[src/rtl/my_slave_mem.sv]
// my_slave_mem: AHB-Lite style slave with 16 x 32-bit words in a 64-byte window.
//   Each OKAY data phase is stretched by WAIT_STATES wait cycles. A transfer that
//   falls outside the window, is not word aligned, or is not word sized gets a
//   two-cycle ERROR response and never touches storage.
// Ports:
//   HCLK, HRESET       clock, asynchronous active-high reset
//   HSEL, HADDR,       address phase: select, byte address, transfer type,
//   HTRANS, HWRITE,    direction and size, qualified by HREADY
//   HSIZE, HREADY
//   HWDATA             write data (data phase)
//   HRDATA             read data, non-zero only in the last cycle of a read
//   HREADYOUT, HRESP   slave ready / response (0 OKAY, 1 ERROR)
module my_slave_mem #(
  parameter logic [31:0] BASE_ADDR   = 32'h0000_0000,
  parameter int          WAIT_STATES = 1
) (
  input  logic        HCLK,
  input  logic        HRESET,
  input  logic        HSEL,
  input  logic [31:0] HADDR,
  input  logic [1:0]  HTRANS,
  input  logic        HWRITE,
  input  logic [2:0]  HSIZE,
  input  logic [31:0] HWDATA,
  input  logic        HREADY,
  output logic [31:0] HRDATA,
  output logic        HREADYOUT,
  output logic        HRESP
);

  typedef enum logic [2:0] {IDLE, WAIT, LAST, ERR1, ERR2} state_t;

  localparam logic [3:0] CNT_INIT = (WAIT_STATES > 0) ? 4'(WAIT_STATES - 1) : 4'd0;

  state_t      state;
  logic [3:0]  cnt;
  logic [3:0]  idx_q;
  logic        wr_q;
  logic [31:0] mem [16];

  logic        accept;
  logic        addr_err;
  logic [31:0] fwd;
  logic        unused_ok;

  // Only NONSEQ/SEQ matter; HTRANS[0] distinguishes nothing we care about.
  assign unused_ok = HTRANS[0];

  assign accept   = HSEL && HTRANS[1] && HREADY;
  assign addr_err = (HADDR[31:6] != BASE_ADDR[31:6]) || (HADDR[1:0] != 2'b00) ||
                    (HSIZE != 3'b010);

  // With zero wait states a read can land in LAST on the very edge that commits
  // the previous write, so the write data is bypassed into the read register.
  always_comb begin
    fwd = mem[HADDR[5:2]];
    if (state == LAST && wr_q && idx_q == HADDR[5:2]) fwd = HWDATA;
  end

  always_ff @(posedge HCLK or posedge HRESET) begin
    if (HRESET) begin
      state     <= IDLE;
      cnt       <= 4'd0;
      idx_q     <= 4'd0;
      wr_q      <= 1'b0;
      HREADYOUT <= 1'b1;
      HRESP     <= 1'b0;
      HRDATA    <= 32'd0;
      for (int i = 0; i < 16; i++) mem[i] <= 32'd0;
    end else begin
      // Write data is valid in LAST; it is committed on the edge that ends it.
      if (state == LAST && wr_q) mem[idx_q] <= HWDATA;

      case (state)
        IDLE, LAST, ERR2: begin
          if (accept) begin
            idx_q <= HADDR[5:2];
            wr_q  <= HWRITE;
            if (addr_err) begin
              state     <= ERR1;
              HREADYOUT <= 1'b0;
              HRESP     <= 1'b1;
              HRDATA    <= 32'd0;
            end else if (WAIT_STATES > 0) begin
              state     <= WAIT;
              cnt       <= CNT_INIT;
              HREADYOUT <= 1'b0;
              HRESP     <= 1'b0;
              HRDATA    <= 32'd0;
            end else begin
              state     <= LAST;
              HREADYOUT <= 1'b1;
              HRESP     <= 1'b0;
              HRDATA    <= HWRITE ? 32'd0 : fwd;
            end
          end else begin
            state     <= IDLE;
            HREADYOUT <= 1'b1;
            HRESP     <= 1'b0;
            HRDATA    <= 32'd0;
          end
        end
        WAIT: begin
          if (cnt == 4'd0) begin
            state     <= LAST;
            HREADYOUT <= 1'b1;
            HRDATA    <= wr_q ? 32'd0 : mem[idx_q];
          end else begin
            cnt <= cnt - 4'd1;
          end
        end
        ERR1: begin
          state     <= ERR2;
          HREADYOUT <= 1'b1;
          HRESP     <= 1'b1;
        end
        default: begin
          state     <= IDLE;
          HREADYOUT <= 1'b1;
          HRESP     <= 1'b0;
          HRDATA    <= 32'd0;
        end
      endcase
    end
  end

endmodule
[config.mk]
export PLATFORM = sky130hd
export DESIGN_NAME = my_slave_mem
export DESIGN_NICKNAME = d
export VERILOG_FILES = /design/src/rtl/my_slave_mem.sv
export SDC_FILE = /design/constraint.sdc
export NUM_CORES = 1
export LEC_CHECK = 0
export BUFFER_PORTS_ARGS = -buffer_cell sky130_fd_sc_hd__buf_2
export CORE_ASPECT_RATIO = 0.9
export CORE_UTILIZATION = 54
export DETAILED_ROUTE_END_ITERATION = 8
export PLACE_DENSITY = 0.7
export SYNTH_ARGS = -nofsm -noshare
export SYNTH_HDL_FRONTEND = slang
export SYNTH_SLANG_ARGS = --single-unit
[constraint.sdc]
create_clock -name HCLK -period 26.7 [get_ports HCLK]
set_clock_uncertainty 0.2 [all_clocks]
set_input_delay 2.67 -clock HCLK [delete_from_list [all_inputs] [get_ports HCLK]]
set_output_delay 2.67 -clock HCLK [all_outputs]
set_load 0.01 [all_outputs]
* Word-level counts from Yosys, hierarchy flattened
Index checks and enable logic that the tools add are counted.
Widths: inputs -> output; s select.
** Word-level totals
- Register bits after elaboration :: 558
- Input bits :: 74
- Output and inout bits :: 34
** Cells by class
- Add/subtract/negate cells :: 1
- Magnitude comparators :: 2
- Equal/unequal tests :: 9
- Multiplexer cells :: 23
- Bitwise gates (word level) :: 2
- Reduce and logical (&&, ||, !) cells :: 15
** Operators by type and width (number)
- $bwmux 512 :: 1
- $mux 32 :: 5
- $bmux 32 s4 :: 1
- $demux 32 s4 :: 1
- $pmux 32 s2 :: 1
- $reduce_bool 26->1 :: 1
- $mux 4 :: 3
- $pmux 3 s3 :: 1
- $ne 2x2->1 const B :: 4
- $pmux 4 s2 :: 1
- $eq 3x2->1 const B :: 2
- $mux 3 :: 2
- $ge 5x5->1 const B :: 1
- $lt 5x1->1 const B :: 1
- $not 4->5 :: 1
- $logic_and 1x1->1 :: 4
- $logic_not 4->1 :: 1
- $mux 1 :: 4
- $reduce_and 2->1 :: 2
- $reduce_and 4->1 :: 1
- $reduce_bool 2->1 :: 2
- $sub 4x1->4 const B :: 1
- $eq 3x1->1 const B :: 1
- $eq 3x3->1 const B :: 1
- other kinds (8) :: 9

* Longest topological paths before layout
Gate-level depths: netlist of the first run.
- Depth after elaboration :: 7
- Depth in mapped cells :: 8

* Least setup slack after synthesis of the first run
OpenSTA, ideal clock, no wires.
- Kind :: input to register
- From :: in HSEL
- To :: reg idx_q[0]
- Library setup time :: 125 ps
- Arrival time :: 3510 ps
- Path slack :: 22866 ps
- Stages :: 4
- Buffers on the path :: 1
- Path through :: nand4b_1 > a21o_1 > clkbuf_1 > mux2_2
** Between the ends
- Cells in the longest elaborated chain, start to end :: 3
** RTL lines
- start, declared :: line 19 : input logic HSEL,
- $logic_and 1x1->1 (2 in a row) :: line 49 : assign accept = HSEL && HTRANS[1] && HREADY;
- $reduce_and 2->1 (no line)
- end signal, assigned :: line 77 : idx_q <= HADDR[5:2];
- end, declared :: line 37 : logic [3:0] idx_q;
No other way between the ends.
A chain may end at the register's enable or synchronous reset.

==> flow_metrics.tcl, run 1 <==
set metrics [dict create \
    drt-pass1-iter-count 5 \
    cts_buffer_depth 3 \
    pre_cts_ws_ns 21.05 \
    cp_max_fo 183 \
    wl_um 59470 \
    core_area_um2 45370 \
    path_clk_slew_ns 0.06 \
    cts_sinks 558 \
    maxCapViolations 0 \
    drc_errors 0 \
    post_cts_resize_count 0 \
    seqPwrFrac 0.445 \
    ys_async_sr_fraction 1.000 \
    power.density_nw_per_um2 96.56 \
    start_util 0.5473 \
    critPathLaunchType "input pin" \
    end_kind "async pin" \
    place_congestion 0.7299 \
    hold_depth 1 \
    numCtsBuffers 55 \
    slew_violations 0 \
    maxSlewHeadroom 0.2018 \
    die_w_um 228.0 \
    min_from "mem[83]" \
    avgViaCountPerCell 6.207 \
    dr_total_vias 13980 \
    power_frac_comb 0.251 \
    synth_area_leader_cell "dfrtp_1" \
    synth_edf_count 0 \
    crit_required_ns 27.06 \
    drt_iter0_drc 942 \
    cp_slowest_cell "buf_4" \
    setup_violations 0 \
    intPower_w 0.001925 \
    ir_drop_mv 0.07063 \
    nFillCells 3426 \
    p_switching_w 0.0007478 \
    drive_gt1_frac 0.5429 \
    critPathArrivalTime_ns 5.29 \
    finalPower_w 0.002673 \
    portBuffers 106 \
    grt_pass1_vias 14990 \
    grt_max_degree 184 \
    synth.top_cell.area_share 0.5614 \
    crit_type "input pin to async pin" \
    grt-ovfl-total 0 \
    tns_ns 0 \
    finalHoldViolations 0 \
    fin_crit_sh 0.1845 \
    cts_tree "built" \
    syn_inst 1544 \
    rsz0062_at_grt "no" \
    cp_cell_sequence "buf_2 > inv_8 > buf_12 > buf_4" \
    grt_use_total 0.2646 \
    cellLeakagePower_nw 12.05 \
    worstMarginPinSlew_ns 1.193 \
    critPathLaunch "HRESET" \
    dieArea_um2 46840 \
    grt_pass1_wl_um 92950 \
    ys_types 44 \
    hold_path.class "flip-flop to flip-flop" \
    fmax_mhz 203.0 \
    ff2ff_path_depth 5 \
    cts_htree_levels 2 \
    power_frac_clock 0.304 \
    p_sw_frac 0.2798 \
    antenna_found_initial 6 \
    worstReg2RegStart "cnt[0]" \
    yosysSeqAreaShare 0.5624 \
    fp.dieH_um 205.4 \
    antenna_left 0 \
    root_buffer "clkbuf_16" \
    area_growth_pct 11.49 \
    syn_area_um2 24830 \
    postCtsSetupBuffers 0 \
    max_stage_delay_ns 0.92 \
    synth_nets 1620 \
    netlist_top_cells_area "dfrtp_1 56%, mux2_2 23%, mux4_2 12%" \
    ys_warn_count 0 \
    final_cell_mix "554 x dfrtp_1, 510 x mux2_2, 128 x mux4_2" \
    synth_flop_cell "dfrtp_1" \
    rows 74 \
    multi_input_area_um2 10240 \
    layout.area.seq_um2 13980 \
    run_status "complete, no violations" \
    clk_latency_ns 0.60 \
    setup_slack_ns 21.77 \
    avgRoutedWirePerCell_um 26.40 \
    layout.nets 1675 \
    hpwl_um 32770 \
    hold_ws_ns 0.2838 \
    final.min_clock_period_ns 4.926 \
    syn_area_per_cell_um2 16.08 \
    cts_hold_buf 0 \
    synth-seq-cells 558 \
    ioPinCount 108 \
    final_common_cell "dfrtp_1" \
]
registers in the layout (all words and copies together), names as in the netlist:
signal / count
mem: 512
state: 3
HRDATA: 32
HREADYOUT: 1
idx_q: 4
wr_q: 1
HRESP: 1
cnt: 4
critical path: cells and delay by family:
family | cells | cell delay [ns]
buffers and inverters | 4 | 2.31
cell usage after synthesis (3+ instances only):
library cell and n:
nand2_1 50, o22ai_1 3, buf_4 5, mux2_2 510
dfrtp_1 557, a22oi_1 31, mux4_2 128, buf_2 73
nand2b_1 4, buf_1 4, inv_1 5, nor2b_1 3
o221ai_1 32, mux2i_1 32, nor3_1 5, buf_6 7
clkbuf_1 45, nor2_1 6, nor4_1 6, mux2_1 7
power groups by stage:
stage               clock network (W)  logic (W)  registers [W]
floorplan                           0   0.000594        0.00112
detailed placement                  0   0.000674        0.00120
global placement                    0   0.000659        0.00119
finish                       0.000814   0.000670        0.00119
global route                 0.000863   0.000722        0.00122
CTS                          0.000829   0.000677        0.00119
cells by family after synthesis:
group                      Yosys count  share of synthesized area
muxes                              677                     0.3635
DFF                                558                     0.5624
buffers and inverters              139                    0.02757
and+or+nand+nor                     92                    0.02106
AOI/OAI and AO/OA                   76                    0.02444
adders and majority gates            2                   0.001008
worst paths after layout:
check                      slack [ns]         end
setup reg to reg                23.17  HRDATA[12]
hold reg to reg                  0.28     mem[83]
max in group HCLK               22.58   HREADYOUT
min in group asynchronous        2.04    mem[308]
setup / recovery                21.77    mem[383]
hold / removal                   0.28     mem[83]
through the flow:
stage | instance area [um2] | utilization | instances
6_report | 27680 | 0.6101 | 2253
5_1_grt | 27680 | 0.6100 | 2251
4_1_cts | 27680 | 0.6100 | 2251
3_5_place_dp | 25760 | 0.5678 | 2150
3_3_place_gp | 25760 | 0.5678 | 2150
2_1_floorplan | 24830 | - | 1544
layout make-up:
type / instances / area share
Clock inverter: 18 / 0.007955
Inverter: 5 / 0.0009492
Tap cell: 608 / 0.02748
Sequential cell: 558 / 0.5049
Antenna cell: 2 / 0.0001808
Timing Repair Buffer: 132 / 0.02757
Multi-Input combinational cell: 847 / 0.3698
Clock buffer: 83 / 0.06120
metal layers:
layer  track usage  share of wire
met5             0        0.00082
met4       0.06975          0.018
met3       0.05405          0.058
met2        0.4196           0.47
met1        0.3761           0.45
Note: power is estimated with default switching activity, not from simulation.
==> inputs of run 2 (changes only) <==
==> constraint.sdc (replaced) <==
create_clock -name HCLK -period 4.6 [get_ports HCLK]
set_clock_uncertainty 0.2 [all_clocks]
set_input_delay 0.46 -clock HCLK [delete_from_list [all_inputs] [get_ports HCLK]]
set_output_delay 0.46 -clock HCLK [all_outputs]
set_load 0.01 [all_outputs]
==> run 2 against run 1 <==
  * Global-route usage is 0.82 points lower
  * Cell area up 0.62%
  * Power increased to 5.8 times the previous value
  * Setup slack got worse by 21 ns
  * Flip-flop and latch count stayed put
  * Non-clock buffer count rose by 12
  * Register-to-register slack worse by 22 ns
  * Clock-buffer cell count is 8 higher
  * First-iteration DRC count is 1.3% higher
  * Die area unchanged
  * Combinational power grew to 6.1 times the previous value
  * Largest cell class unchanged
==> flow_metrics.tcl, run 2 (synthesis results as in run 1) <==
set metrics [dict create \
    run_status "complete, no violations" \
    wl_um 57950 \
    dp_cells 2156 \
    ioPinCount 108 \
    slew_violations 0 \
    avgViaCountPerCell 6.183 \
    portBuffers 106 \
    largestRegisters "mem x512, HRDATA x32" \
    cts_htree_levels 2 \
    drive_gt1_frac 0.5422 \
    die_w_um 228.0 \
    cts_buffer_depth 3 \
    crit_type "flip-flop to flip-flop" \
    finalHoldViolations 0 \
    grt-ovfl-total 0 \
    rsz0062_at_grt "no" \
    worstMarginPinSlew_ns 1.138 \
    multi_input_area_um2 10240 \
    ir_drop_mv 0.3727 \
    max_stage_delay_ns 1.23 \
    cp_max_fo 38 \
    area_growth_pct 12.18 \
    cts_tree "built" \
    place_congestion 0.7374 \
    avgRoutedWirePerCell_um 25.55 \
    drt_iter0_drc 954 \
    antenna_left 0 \
    utilization 0.6139 \
    power.density_nw_per_um2 552.6 \
    stdcell_area_um2 27850 \
    grt_pass1_wl_um 90250 \
    nFillCells 3410 \
    hpwl_um 32470 \
    hold_ws_ns 0.09696 \
    setup_violations 0 \
    postCtsSetupBuffers 0 \
    critPathLaunchType "flip-flop" \
    layout.area.seq_um2 13980 \
    numCtsBuffers 56 \
    critPathArrivalTime_ns 3.75 \
    final_cells 2268 \
    grt_use_total 0.2564 \
    drc_errors 0 \
    largest_reg_flops 512 \
    grt_max_degree 141 \
    cellLeakagePower_nw 12.14 \
    final_common_cell "dfrtp_1" \
    start_util 0.5473 \
    final_cell_mix "554 x dfrtp_1, 510 x mux2_2, 128 x mux4_2" \
    fin_crit_sh 0.7527 \
    fmax_mhz 288.8 \
    dieArea_um2 46840 \
    layout.nets 1688 \
    path_buf_inv 1 \
    drt-pass1-iter-count 5 \
    tns_ns 0 \
    crit_required_ns 4.89 \
    clk_latency_ns 0.61 \
    hold_path.class "input pin to flip-flop" \
    antenna_found_initial 6 \
    dr_total_vias 14020 \
    rows 74 \
    grt_pass1_vias 14640 \
    cp_cell_sequence "inv_1 > ha_1 > or4b_4 > or4_2 > o221ai_1" \
    cp_slowest_cell "or4_2" \
    fp.dieH_um 205.4 \
    final.min_clock_period_ns 3.462 \
    cts_sinks 558 \
    placed_area_um2 25890 \
    core_area_um2 45370 \
    post_cts_resize_count 0 \
    maxSlewHeadroom 0.2411 \
    path_clk_slew_ns 0.06 \
    end_kind "flip-flop" \
    cp_top_family "simple AND/OR/NAND/NOR gates" \
    maxCapViolations 0 \
    regMostFlops "mem" \
    root_buffer "clkbuf_16" \
]
run 2: cell count changes in the layout (fill, tap and decap cells not counted):
cell           change
buf_12             +7
buf_4              -1
bufinv_16          -4
clkbuf_1           +2
clkbuf_16          +1
clkbuf_8           +5
clkinv_8           +1
clkinvlp_4         -1
dlygate4sd3_1      +6
inv_8              -1
run 2: worst paths after layout:
kind	start	to	slack [ns]	cells past startpoint
min in group asynchronous	HRESET	mem[93]	0.32	3
max in group asynchronous	HRESET	mem[367]	2.68	4
worst max-delay path	cnt[0]	HRDATA[20]	1.14	5
worst max register to register	cnt[0]	HRDATA[20]	1.14	5
worst min-delay path	HWDATA[17]	mem[81]	0.1	2
worst min register to register	mem[81]	mem[81]	0.29	1
run 2: what timing repair did:
action,4_1_cts,5_1_grt
endpoints found under the hold margin,25,0
hold buffers,6,0
endpoints found under the setup margin,0,0
run 2: where the power goes:
| group | switching (W) | internal [W] | total (W) |
|---|---|---|---|
| registers | 0.000659 | 0.00605 | 0.00671 |
| clock network | 0.00190 | 0.00271 | 0.00461 |
| logic | 0.00174 | 0.00233 | 0.00408 |
| total | 0.00430 | 0.0111 | 0.0154 |
run 2: layout make-up:
| type | count | share of cell area |
|---|---|---|
| clock inverters | 13 | 0.003639 |
| well taps | 608 | 0.02731 |
| inverters | 5 | 0.0008086 |
| flip-flops and latches | 558 | 0.5018 |
| repair buffers | 144 | 0.03432 |
| clock buffers | 91 | 0.06446 |
| multi-input cells | 847 | 0.3675 |
| diodes | 2 | 0.0001797 |
run 2: per-layer routing:
layer  GRT usage  vias to the layer above  routed length [um]
met5           0                        -                  49
met4     0.07646                        8                1339
met3     0.04338                       92                3017
met2      0.4022                      308               26980
met1      0.3711                     7653               26560
li1            -                     5961                   -
run 2: metrics by stage:
step / power (W) / worst slack (ns)
2_1_floorplan: 0.009951 / -3.655
3_3_place_gp: 0.01074 / 1.273
3_5_place_dp: 0.01090 / 1.210
4_1_cts: 0.01554 / 1.176
5_1_grt: 0.01613 / 1.062
6_report: 0.01539 / 1.138
